`config.mk`:
```
export PLATFORM = sky130hd
export DESIGN_NAME = collatz_sweep
export DESIGN_NICKNAME = d
export VERILOG_FILES = /design/src/rtl/collatz_sweep.sv
export SDC_FILE = /design/constraint.sdc
export NUM_CORES = 1
export LEC_CHECK = 0
export CORE_UTILIZATION = 54
export CTS_BUF_LIST = sky130_fd_sc_hd__clkbuf_16
export DETAILED_ROUTE_END_ITERATION = 8
export MAX_ROUTING_LAYER = met4
export PLACE_DENSITY = 0.88
export SLEW_MARGIN = 25
export SYNTH_ARGS = -nofsm -noshare
export SYNTH_HDL_FRONTEND = slang
export SYNTH_SLANG_ARGS = --single-unit
```
`constraint.sdc`:
```
create_clock -name clk -period 4.7 [get_ports clk]
set_input_delay 1.41 -clock clk [delete_from_list [all_inputs] [get_ports clk]]
set_output_delay 1.41 -clock clk [all_outputs]
set_load 0.005 [all_outputs]
```
`src/rtl/collatz_sweep.sv`:
```
// collatz_sweep: drives an external Collatz engine across a range of
// candidates and keeps longest-orbit / highest-path statistics.
module collatz_sweep #(
    parameter int BITS     = 32,
    parameter int CNT_BITS = 16
) (
    input  logic                clk,
    input  logic                reset,
    input  logic [BITS-1:0]     cfg_base,
    input  logic [CNT_BITS-1:0] cfg_count,
    input  logic                go,
    output logic                core_start,
    output logic [BITS-1:0]     core_num,
    input  logic                core_done,
    input  logic [BITS-1:0]     core_orbit_len,
    input  logic [BITS-1:0]     core_path_record,
    input  logic                core_overflow,
    output logic                busy,
    output logic                done,
    output logic [BITS-1:0]     best_num,
    output logic [BITS-1:0]     best_orbit_len,
    output logic [BITS-1:0]     max_path_num,
    output logic [BITS-1:0]     max_path,
    output logic [CNT_BITS-1:0] processed,
    output logic [CNT_BITS-1:0] ovf_count
);

    typedef enum logic [2:0] {
        IDLE,
        LAUNCH,
        WAIT,
        UPDATE,
        DONE
    } state_t;

    state_t state, state_nxt;

    logic [BITS-1:0]     cand;
    logic [CNT_BITS-1:0] remaining;
    logic [BITS-1:0]     res_orbit;
    logic [BITS-1:0]     res_path;
    logic                res_ovf;

    assign core_num = cand;

    // State register
    always_ff @(posedge clk) begin
        if (reset) state <= IDLE;
        else       state <= state_nxt;
    end

    // Next-state and status outputs
    always_comb begin
        state_nxt  = state;
        core_start = 1'b0;
        busy       = 1'b0;
        done       = 1'b0;
        unique case (state)
            IDLE, DONE: begin
                done = (state == DONE);
                if (go)
                    state_nxt = (cfg_count == '0) ? DONE : LAUNCH;
            end
            LAUNCH: begin
                busy       = 1'b1;
                core_start = 1'b1;
                state_nxt  = WAIT;
            end
            WAIT: begin
                busy = 1'b1;
                if (core_done) state_nxt = UPDATE;
            end
            UPDATE: begin
                busy      = 1'b1;
                state_nxt = (remaining == CNT_BITS'(1)) ? DONE : LAUNCH;
            end
            default: state_nxt = IDLE;
        endcase
    end

    // Sweep datapath: candidate walk, result capture and statistics
    always_ff @(posedge clk) begin
        if (reset) begin
            cand           <= '0;
            remaining      <= '0;
            res_orbit      <= '0;
            res_path       <= '0;
            res_ovf        <= 1'b0;
            best_num       <= '0;
            best_orbit_len <= '0;
            max_path_num   <= '0;
            max_path       <= '0;
            processed      <= '0;
            ovf_count      <= '0;
        end else begin
            unique case (state)
                IDLE, DONE: begin
                    if (go) begin
                        cand           <= cfg_base;
                        remaining      <= cfg_count;
                        best_num       <= '0;
                        best_orbit_len <= '0;
                        max_path_num   <= '0;
                        max_path       <= '0;
                        processed      <= '0;
                        ovf_count      <= '0;
                    end
                end
                WAIT: begin
                    if (core_done) begin
                        res_orbit <= core_orbit_len;
                        res_path  <= core_path_record;
                        res_ovf   <= core_overflow;
                    end
                end
                UPDATE: begin
                    processed <= processed + CNT_BITS'(1);
                    if (res_ovf) begin
                        ovf_count <= ovf_count + CNT_BITS'(1);
                    end else begin
                        if (res_orbit > best_orbit_len) begin
                            best_num       <= cand;
                            best_orbit_len <= res_orbit;
                        end
                        if (res_path > max_path) begin
                            max_path_num <= cand;
                            max_path     <= res_path;
                        end
                    end
                    remaining <= remaining - CNT_BITS'(1);
                    cand      <= cand + BITS'(1);
                end
                default: ;
            endcase
        end
    end

endmodule

```
; Word-level counts from Yosys, hierarchy flattened
; Index checks and enable logic that the tools add are counted.
; Widths: inputs -> output; s select.
[totals]
ff_bits = 276
inputBits = 117
out_inout_bits = 195
wordCells = 69
[classes]
n_addsub = 4
n_lt_le_gt_ge = 2
n_eq_ne = 11
n_mux = 29
n_reduce_logical = 11
[op_table]
columns = cell, count
row1 = $mux 32, 10
row2 = $pmux 32 s2, 5
row3 = $pmux 16 s2, 3
row4 = $gt 32x32->1, 2
row5 = $mux 16, 3
row6 = $add 16x1->16 const B, 2
row7 = $add 32x1->32 const B, 1
row8 = $eq 16x1->1 const B, 1
row9 = $logic_not 16->1, 1
row10 = $sub 16x1->16 const B, 1
row11 = $mux 3, 4
row12 = $ne 2x2->1 const B, 6
row13 = $pmux 3 s4, 1
row14 = $reduce_and 4->1, 2
row15 = $eq 3x2->1 const B, 2
row16 = $reduce_and 2->1, 3
row17 = $eq 3x1->1 const B, 1
row18 = $eq 3x3->1 const B, 1
row19 = $logic_not 3->1, 1
row20 = $mux 1, 3
row21 = $reduce_and 3->1, 1
row22 = $reduce_or 3->1, 1
row23 = $reduce_bool 2->1, 1
row24 = $reduce_or 2->1, 1

; Depth between registers and ports, before layout
; Gate-level depths: netlist of the first run.
[depth]
word_depth = 4
mapped_depth = 9
mapped_depth_nobuf = 8

; Worst setup path before layout of the first run
; Ideal clock, no wire load.
[synth_path]
kind = input port to flip-flop
startpoint = input port go
endpoint = register best_num[0]
arrival_ps = 3113
t_required_ps = 4628
path_slack_ps = 1516
cell_stages = 7
path_buffers = 2
path_cell_list = nor3b_1 > clkbuf_1 > a2111oi_0 > a32oi_2 > nor2_2 > buf_6 > mux2i_1
[synth_via]
elab_chain_cells = 2
[synth_rtl]
columns = element, line_no
row1 = start: declaration, 11  ; input logic go,
row2 = $ne 2x2->1 (no line), n/a
row3 = $reduce_and 4->1 (no line), n/a
row4 = end signal: assignment, 122  ; best_num <= cand;
row5 = end: declaration, 20  ; output logic [BITS-1:0] best_num,
; Every way passes these cells.
; A chain may end at the register's enable or synchronous reset.

; Worst setup path in the final report of the first run
[layout_path]
startpoint = input port go
endpoint = register best_num[2]
; The elaborated chain is that of the path after synthesis.

==> results.py, run 1 <==
metrics = {
    "global_route": {
        "grt_max_degree": 75,
        "grt_pass1_wl_microns": 62600,
        "grt_pass1_vias": 12651,
        "antenna_found_initial": 2,
        "grt_overflow_total": 0,
        "track_usage_pct": 31.9,
    },
    "placed_design": {
        "place.gp.congestion": 0.857,
        "io_buffers": 311,
        "dpl_cell_area_sq_um": 16400,
        "dpl.hpwl_microns": 26900,
    },
    "cts": {
        "cts_tree": "built",
        "root_buffer": "clkbuf_16",
        "clock_sinks": 276,
        "post_cts_resized": 0,
        "clkTransAtPathRegs_ns": 0.06,
        "clk_path_buf_depth": 3,
        "cts_buffers": 29,
        "ctsHoldBuffers": 0,
        "post-cts-setup-buffer-count": 0,
        "htreeDepth": 1,
        "clk_latency_ns": 0.54,
    },
    "setup_path": {
        "reg2reg_slack_ns": 1.42,
        "worst-path-max-fanout": 33,
        "reg2reg_to": "best_orbit_len[30]$_SDFFE_PP0P_",
        "ff2ff_path_depth": 9,
        "critical_path.max_stage_delay_ns": 0.79,
        "reg2reg_from": "best_orbit_len[29]$_SDFFE_PP0P_",
        "crit_required_ns": 5.16,
        "endpoint_kind": "flop",
        "crit_family": "compound AO/OA/AOI/OAI gates",
        "cp.buffers_inverters": 2,
        "cp-start-kind": "input pin",
        "crit_type": "input pin to flop",
        "worst_path_max_delay_cell": "a2111oi_0",
        "crit_chain": "clkdlybuf4s50_1, nor3b_2, a2111oi_0, a32oi_4, nor2_4, buf_4, mux2i_1",
        "cp-startpoint": "go",
        "arrival_ns": 4.04,
    },
    "timing": {
        "finalSetupViolCount": 0,
        "rsz0062_at_grt": "no",
        "fin_skew_ns": 0.00638,
        "tightest_slew_ns": 0.913,
        "period_share_pct": 76.1,
        "max_freq_mhz": 280,
        "hold_viol_final": 0,
        "final.setup.tns_ns": 0,
        "slew_headroom_pct": 38.6,
        "fin_crit_ns": 3.58,
        "finalMaxSlewViolations": 0,
    },
    "logic_synthesis": {
        "synthXorXnorAreaFrac_pct": 1.06,
        "netlist_area_sq_um": 13200,
        "yosysWarnings": 0,
        "ys_ff_latch": 276,
        "synth-simple-area-share_pct": 18.8,
        "synth-adder-area-share_pct": 6.56,
        "mappedNetlistNets": 1739,
        "syn_inst": 1553,
        "synth_top_flop_cell": "dfxtp_1",
        "synth_compound_area_share_pct": 19.8,
        "synth_top_family_by_area": "compound AO/OA/AOI/OAI gates",
        "avgSynthCellArea_sq_um": 8.48,
        "synth_async_sr_flop_share_pct": 0,
        "synthDistinctLibCells": 65,
        "synth_edf_count": 0,
        "synth_mux_area_share_pct": 5.95,
        "seq_area_frac_synth_pct": 42.0,
    },
    "route": {
        "post_drt_wl_per_cell_microns": 18.6,
        "drc": 0,
        "ant_nets": 0,
        "firstDrtPassIters": 6,
        "vias_per_cell": 6.12,
        "vias": 13072,
        "routed_wl_microns": 39700,
        "drtIter0Drc": 1036,
    },
    "die": {
        "start_util_pct": 55.6,
        "die_area_sq_um": 25000,
        "core_area_sq_um": 23700,
        "die_width_microns": 158,
        "rows": 56,
        "fp.dieH_microns": 158,
        "io_pins": 312,
    },
    "run_status": {
        "outcome": "finished clean",
    },
    "layout": {
        "final_area_sq_um": 17300,
        "drive_above_1_share_pct": 4.35,
        "nets": 1981,
        "syn_to_final_growth_pct": 31.2,
    },
    "hold_path": {
        "hp-start": "max_path_num[27]$_SDFFE_PP0P_",
        "holdPathStages": 2,
        "min_path_type": "flop to flop",
        "hold_path_end": "max_path_num[27]$_SDFFE_PP0P_",
    },
    "power": {
        "irDropWorstVdd_mv": 0.315,
        "powerDensity_nw_per_um2": 422,
        "cellLeakagePower_uw": 0.00627,
    },
    "job": {
        "drv_cap": 0,
    },
}
==> where the power goes <==
part	leakage (uW)	switching [uW]	internal, uW
registers	0.00223	257	2530
logic	0.00359	1470	937
clock network	0.000448	930	1160
==> layout make-up <==
class                   count  area [sq um]
multi-input cells        1085          6940
fillers                  1795          6410
flip-flops and latches    276          5530
repair buffers            331          3280
clock buffers              29           726
well taps                 319           399
inverters                  72           273
clock inverters            22           120
diodes                      3          7.51
==> state kept, by name, summed over array words and instances, names as in the netlist <==
name,cells
best_orbit_len,32
res_ovf,1
max_path_num,32
max_path,32
core_num,32
best_num,32
state,3
remaining,16
res_path,32
processed,16
ovf_count,16
res_orbit,32
==> logic make-up (layout without fill, tap and decap cells) <==
| logic type | Yosys count | in the layout |
|---|---|---|
| simple gates | 550 | 550 |
| compound gates | 373 | 373 |
| flops | 276 | 276 |
| buf+inv | 192 | 454 |
| mux | 77 | 77 |
| fa+ha+maj | 69 | 69 |
| xor+xnor | 16 | 16 |
| other cells | 0 | 3 |
==> layout by cell type, fill, tap and decap left out, types with 6 or more instances in the layout <==
cell / n
buf_4: 19
and3_1: 13
a21oi_1: 140
mux2i_1: 67
a31oi_1: 7
o41ai_1: 62
dfxtp_1: 276
a22oi_1: 7
inv_1: 77
nor2_1: 82
clkinv_2: 9
or4_1: 6
nor3_1: 21
a221oi_1: 6
clkdlybuf4s50_1: 310
o21ai_1: 10
clkinv_1: 6
nand4_1: 28
or3_1: 15
o211ai_1: 10
nand2_1: 273
a41oi_1: 6
o2111ai_1: 63
ha_1: 69
a311oi_1: 6
o21ai_0: 21
xor2_1: 12
nor4_1: 12
nand3_1: 66
clkbuf_16: 29
==> metal layers <==
metal	up-vias	track usage (%)	routed length, microns
li1	6167	-	-
met1	6189	38.5	16100
met2	576	51.1	18700
met3	140	4.68	2750
met4	0	17.9	2190
met5	-	-	0
==> worst register-to-register path: stages, from the launching register on <==
cell and delay (ns):
dfxtp_1 0.37, inv_1 0.07, ha_1 0.30, nand4_1 0.16
or4_1 0.62, or4b_1 0.55, a32oi_4 0.22, buf_4 0.57
o2111ai_1 0.18, o41ai_1 0.13
==> cell usage after synthesis, types with 7 or more instances <==
cell | number | area, sq um
dfxtp_1 | 276 | 5530
nand2_1 | 274 | 1030
a21oi_1 | 142 | 711
clkbuf_1 | 95 | 357
nor2_1 | 83 | 312
inv_1 | 71 | 267
ha_1 | 69 | 863
mux2i_1 | 67 | 671
nand3_1 | 66 | 330
o2111ai_1 | 63 | 552
o41ai_1 | 62 | 543
nand4_1 | 28 | 175
nor3_1 | 22 | 110
o21ai_0 | 21 | 105
or3_1 | 16 | 100
and3_1 | 13 | 81.3
buf_1 | 12 | 45.0
nor4_1 | 12 | 75.1
xor2_1 | 12 | 105
o211ai_1 | 10 | 75.1
o21ai_1 | 10 | 50.1
a22oi_1 | 7 | 52.6
a31oi_1 | 7 | 43.8
==> worst max path at each step <==
stage                                       endpoint  slack (ns)  depth (start not counted)
final                       best_num[2]$_SDFFE_PP0P_        1.12                          7
after global routing      ovf_count[15]$_SDFFE_PP0P_        1.05                          8
after CTS                   best_num[2]$_SDFFE_PP0P_        1.16                          7
after detailed placement   best_num[14]$_SDFFE_PP0P_        0.72                          7
after global placement      best_num[4]$_SDFFE_PP0P_        0.83                          7
after floorplan             best_num[0]$_SDFFE_PP0P_        1.52                          7
==> per-stage QoR <==
stage	hold WS, ns	util (%)	cells	power [uW]	setup WS (ns)
after floorplan	0.450	-	1553	4410	1.52
final	0.460	72.9	2137	7280	1.12
after global routing	0.478	72.9	2136	7630	1.05
after global placement	0.444	69.3	2083	5130	0.826
after detailed placement	0.452	69.3	2083	5200	0.716
after CTS	0.462	72.9	2134	7280	1.16
No activity file was read; power rests on OpenSTA's default activity.
==> run 2, diff against run 1 <==
Settings changed: CORE_UTILIZATION 54 to 46, PLACE_DENSITY 0.88 to 0.8.
Clock period 4.7 ns to 3 ns, I/O delays scaled along.
==> run 2 against run 1 <==
Global-route usage is 5.2 points lower. Utilization is 8.9 points lower. Critical endpoint is now max_path_num[2]$_SDFFE_PP0P_. Count of clock-buffer cells in the layout is 2 higher. First-iteration DRC count is 0.19% lower. Via count is 0.96% lower. Final cell count is 4.4% higher. Final area is 3.6% higher. Clock power is 58% higher. Combinational power is 91% higher. Setup slack worse by 1.0 ns. Clock skew is 0.011 ns higher.
==> results.py, run 2 (same netlist as run 1, synthesis figures left out) <==
metrics = {
    "run_status": {
        "outcome": "finished clean",
    },
    "global_route": {
        "grt_pass1_wl_microns": 62000,
        "antenna_found_initial": 0,
        "track_usage_pct": 26.8,
        "grt_max_degree": 100,
        "grt_pass1_vias": 12131,
        "grt_overflow_total": 0,
    },
    "layout": {
        "final_area_sq_um": 17900,
        "antenna_cells": 0,
        "drive_above_1_share_pct": 6.42,
        "syn_to_final_growth_pct": 35.8,
        "nets": 2018,
        "layout_common_cells": "309 x clkdlybuf4s50_1, 276 x dfxtp_1, 273 x nand2_1",
        "layout.cells.most_common": "clkdlybuf4s50_1",
    },
    "route": {
        "routed_wl_microns": 40300,
        "drc": 0,
        "firstDrtPassIters": 7,
        "drtIter0Drc": 1034,
        "post_drt_wl_per_cell_microns": 18.1,
        "vias": 12946,
        "ant_nets": 0,
        "vias_per_cell": 5.80,
    },
    "job": {
        "drv_cap": 0,
    },
    "placed_design": {
        "dpl_cell_area_sq_um": 16800,
        "io_buffers": 311,
        "place.gp.congestion": 0.847,
        "dpl.hpwl_microns": 27300,
    },
    "setup_path": {
        "cp.buffers_inverters": 3,
        "reg2reg_from": "max_path[31]$_SDFFE_PP0P_",
        "critical_path.max_stage_delay_ns": 0.57,
        "ff2ff_path_depth": 10,
        "cp-start-kind": "flop",
        "path_common_cell": "buf_12",
        "worst_path_max_delay_cell": "or4_4",
        "reg2reg_slack_ns": 0.08,
        "crit_type": "flop to flop",
        "arrival_ns": 3.34,
        "reg2reg_to": "max_path_num[2]$_SDFFE_PP0P_",
        "endpoint_kind": "flop",
        "crit_chain": "inv_1, ha_1, nand4_1, or4_4, or4b_4, a32oi_4, buf_12, nor2_4, buf_12, mux2i_2",
        "crit_required_ns": 3.43,
        "worst-path-max-fanout": 17,
        "crit_family": "simple AND/OR/NAND/NOR gates",
    },
    "timing": {
        "tightest_slew_ns": 0.803,
        "slew_headroom_pct": 46.5,
        "max_freq_mhz": 343,
        "fin_skew_ns": 0.0173,
        "finalSetupViolCount": 0,
        "final.setup.tns_ns": 0,
        "fin_crit_ns": 2.92,
        "finalMaxSlewViolations": 0,
        "period_share_pct": 97.3,
        "hold_viol_final": 0,
    },
    "die": {
        "die_area_sq_um": 29300,
        "die_width_microns": 171,
        "rows": 61,
        "start_util_pct": 47.1,
        "io_pins": 312,
        "fp.dieH_microns": 171,
        "core_area_sq_um": 27900,
    },
    "hold_path": {
        "hold_path_end": "best_num[29]$_SDFFE_PP0P_",
        "min_path_type": "flop to flop",
        "holdPathStages": 2,
        "hp-start": "best_num[29]$_SDFFE_PP0P_",
    },
    "power": {
        "netSwitchingPower_uw": 4380,
        "p_seq_share_pct": 35.1,
        "p_sw_share_pct": 35.9,
        "p_comb_share_pct": 37.7,
        "cellLeakagePower_uw": 0.00656,
        "powerDensity_nw_per_um2": 684,
        "internal_power_uw": 7840,
        "power.share.clock_pct": 27.1,
        "irDropWorstVdd_mv": 0.432,
    },
    "cts": {
        "clkTransAtPathRegs_ns": 0.06,
        "cts_buffers": 30,
        "ctsHoldBuffers": 0,
        "root_buffer": "clkbuf_16",
        "cts_tree": "built",
        "htreeDepth": 1,
        "clk_latency_ns": 0.55,
        "clk_path_buf_depth": 3,
        "clock_sinks": 276,
    },
}
==> run 2: final cells by class <==
class,count,area (sq um)
Tap cell,378,473
Sequential cell,276,5530
Timing Repair Buffer,366,3770
Multi-Input combinational cell,1086,6970
Clock buffer,31,776
Clock inverter,23,97.6
Fill cell,2343,10100
Inverter,72,275
==> run 2: worst max-delay path by stage <==
stage | startpoint | to | slack (ns) | cells past startpoint
after floorplan | max_path[30]$_SDFFE_PP0P_ | max_path_num[10]$_SDFFE_PP0P_ | 0.27 | 9
after global routing | max_path[31]$_SDFFE_PP0P_ | max_path_num[2]$_SDFFE_PP0P_ | -0.01 | 10
after CTS | max_path[30]$_SDFFE_PP0P_ | max_path[27]$_SDFFE_PP0P_ | 0.01 | 9
after detailed placement | go | ovf_count[15]$_SDFFE_PP0P_ | -0.26 | 8
final | max_path[31]$_SDFFE_PP0P_ | max_path_num[2]$_SDFFE_PP0P_ | 0.08 | 10
after global placement | go | ovf_count[15]$_SDFFE_PP0P_ | -0.10 | 8
==> run 2: metal layers <==
layer	global-route usage, %	wire [microns]	vias to the layer above
met2	42.9	18900	497
met5	-	0	-
met1	34.4	17300	6104
met3	3.45	2650	97
li1	-	-	6248
met4	9.94	1390	0
==> run 2: power by group through the flow <==
stage	registers, uW	clock network (uW)	logic, uW
6_report	4300	3310	4610
5_1_grt	4340	3530	4970
4_1_cts	4280	3380	4060
3_5_place_dp	4360	0	4040
3_3_place_gp	4350	0	3950
2_1_floorplan	4290	0	2620
==> run 2: timing repair <==
item | in CTS | in global routing
pin swaps | 0 | 8
endpoints found under the hold margin | 0 | 0
resized for setup | 1 | 18
setup endpoints to repair | 1 | 95
cloned | 0 | 5
buffers inserted | 0 | 5
==> run 2: per-stage QoR <==
stage / cells / utilization, % / total power [uW] / worst slack (ns) / hold WS, ns
final: 2232 / 64.0 / 12200 / 0.0811 / 0.455
after global routing: 2232 / 64.0 / 12800 / -0.0143 / 0.475
after CTS: 2222 / 63.2 / 11700 / 0.0137 / 0.458
after detailed placement: 2168 / 60.1 / 8400 / -0.263 / 0.450
after global placement: 2168 / 60.1 / 8290 / -0.103 / 0.444
after floorplan: 1553 / - / 6910 / 0.274 / 0.450
==> run 2: tightest hold or removal path, stage by stage, from the launching register on <==
cell and delay (ns):
dfxtp_1 0.31, nand2_1 0.05, mux2i_1 0.05
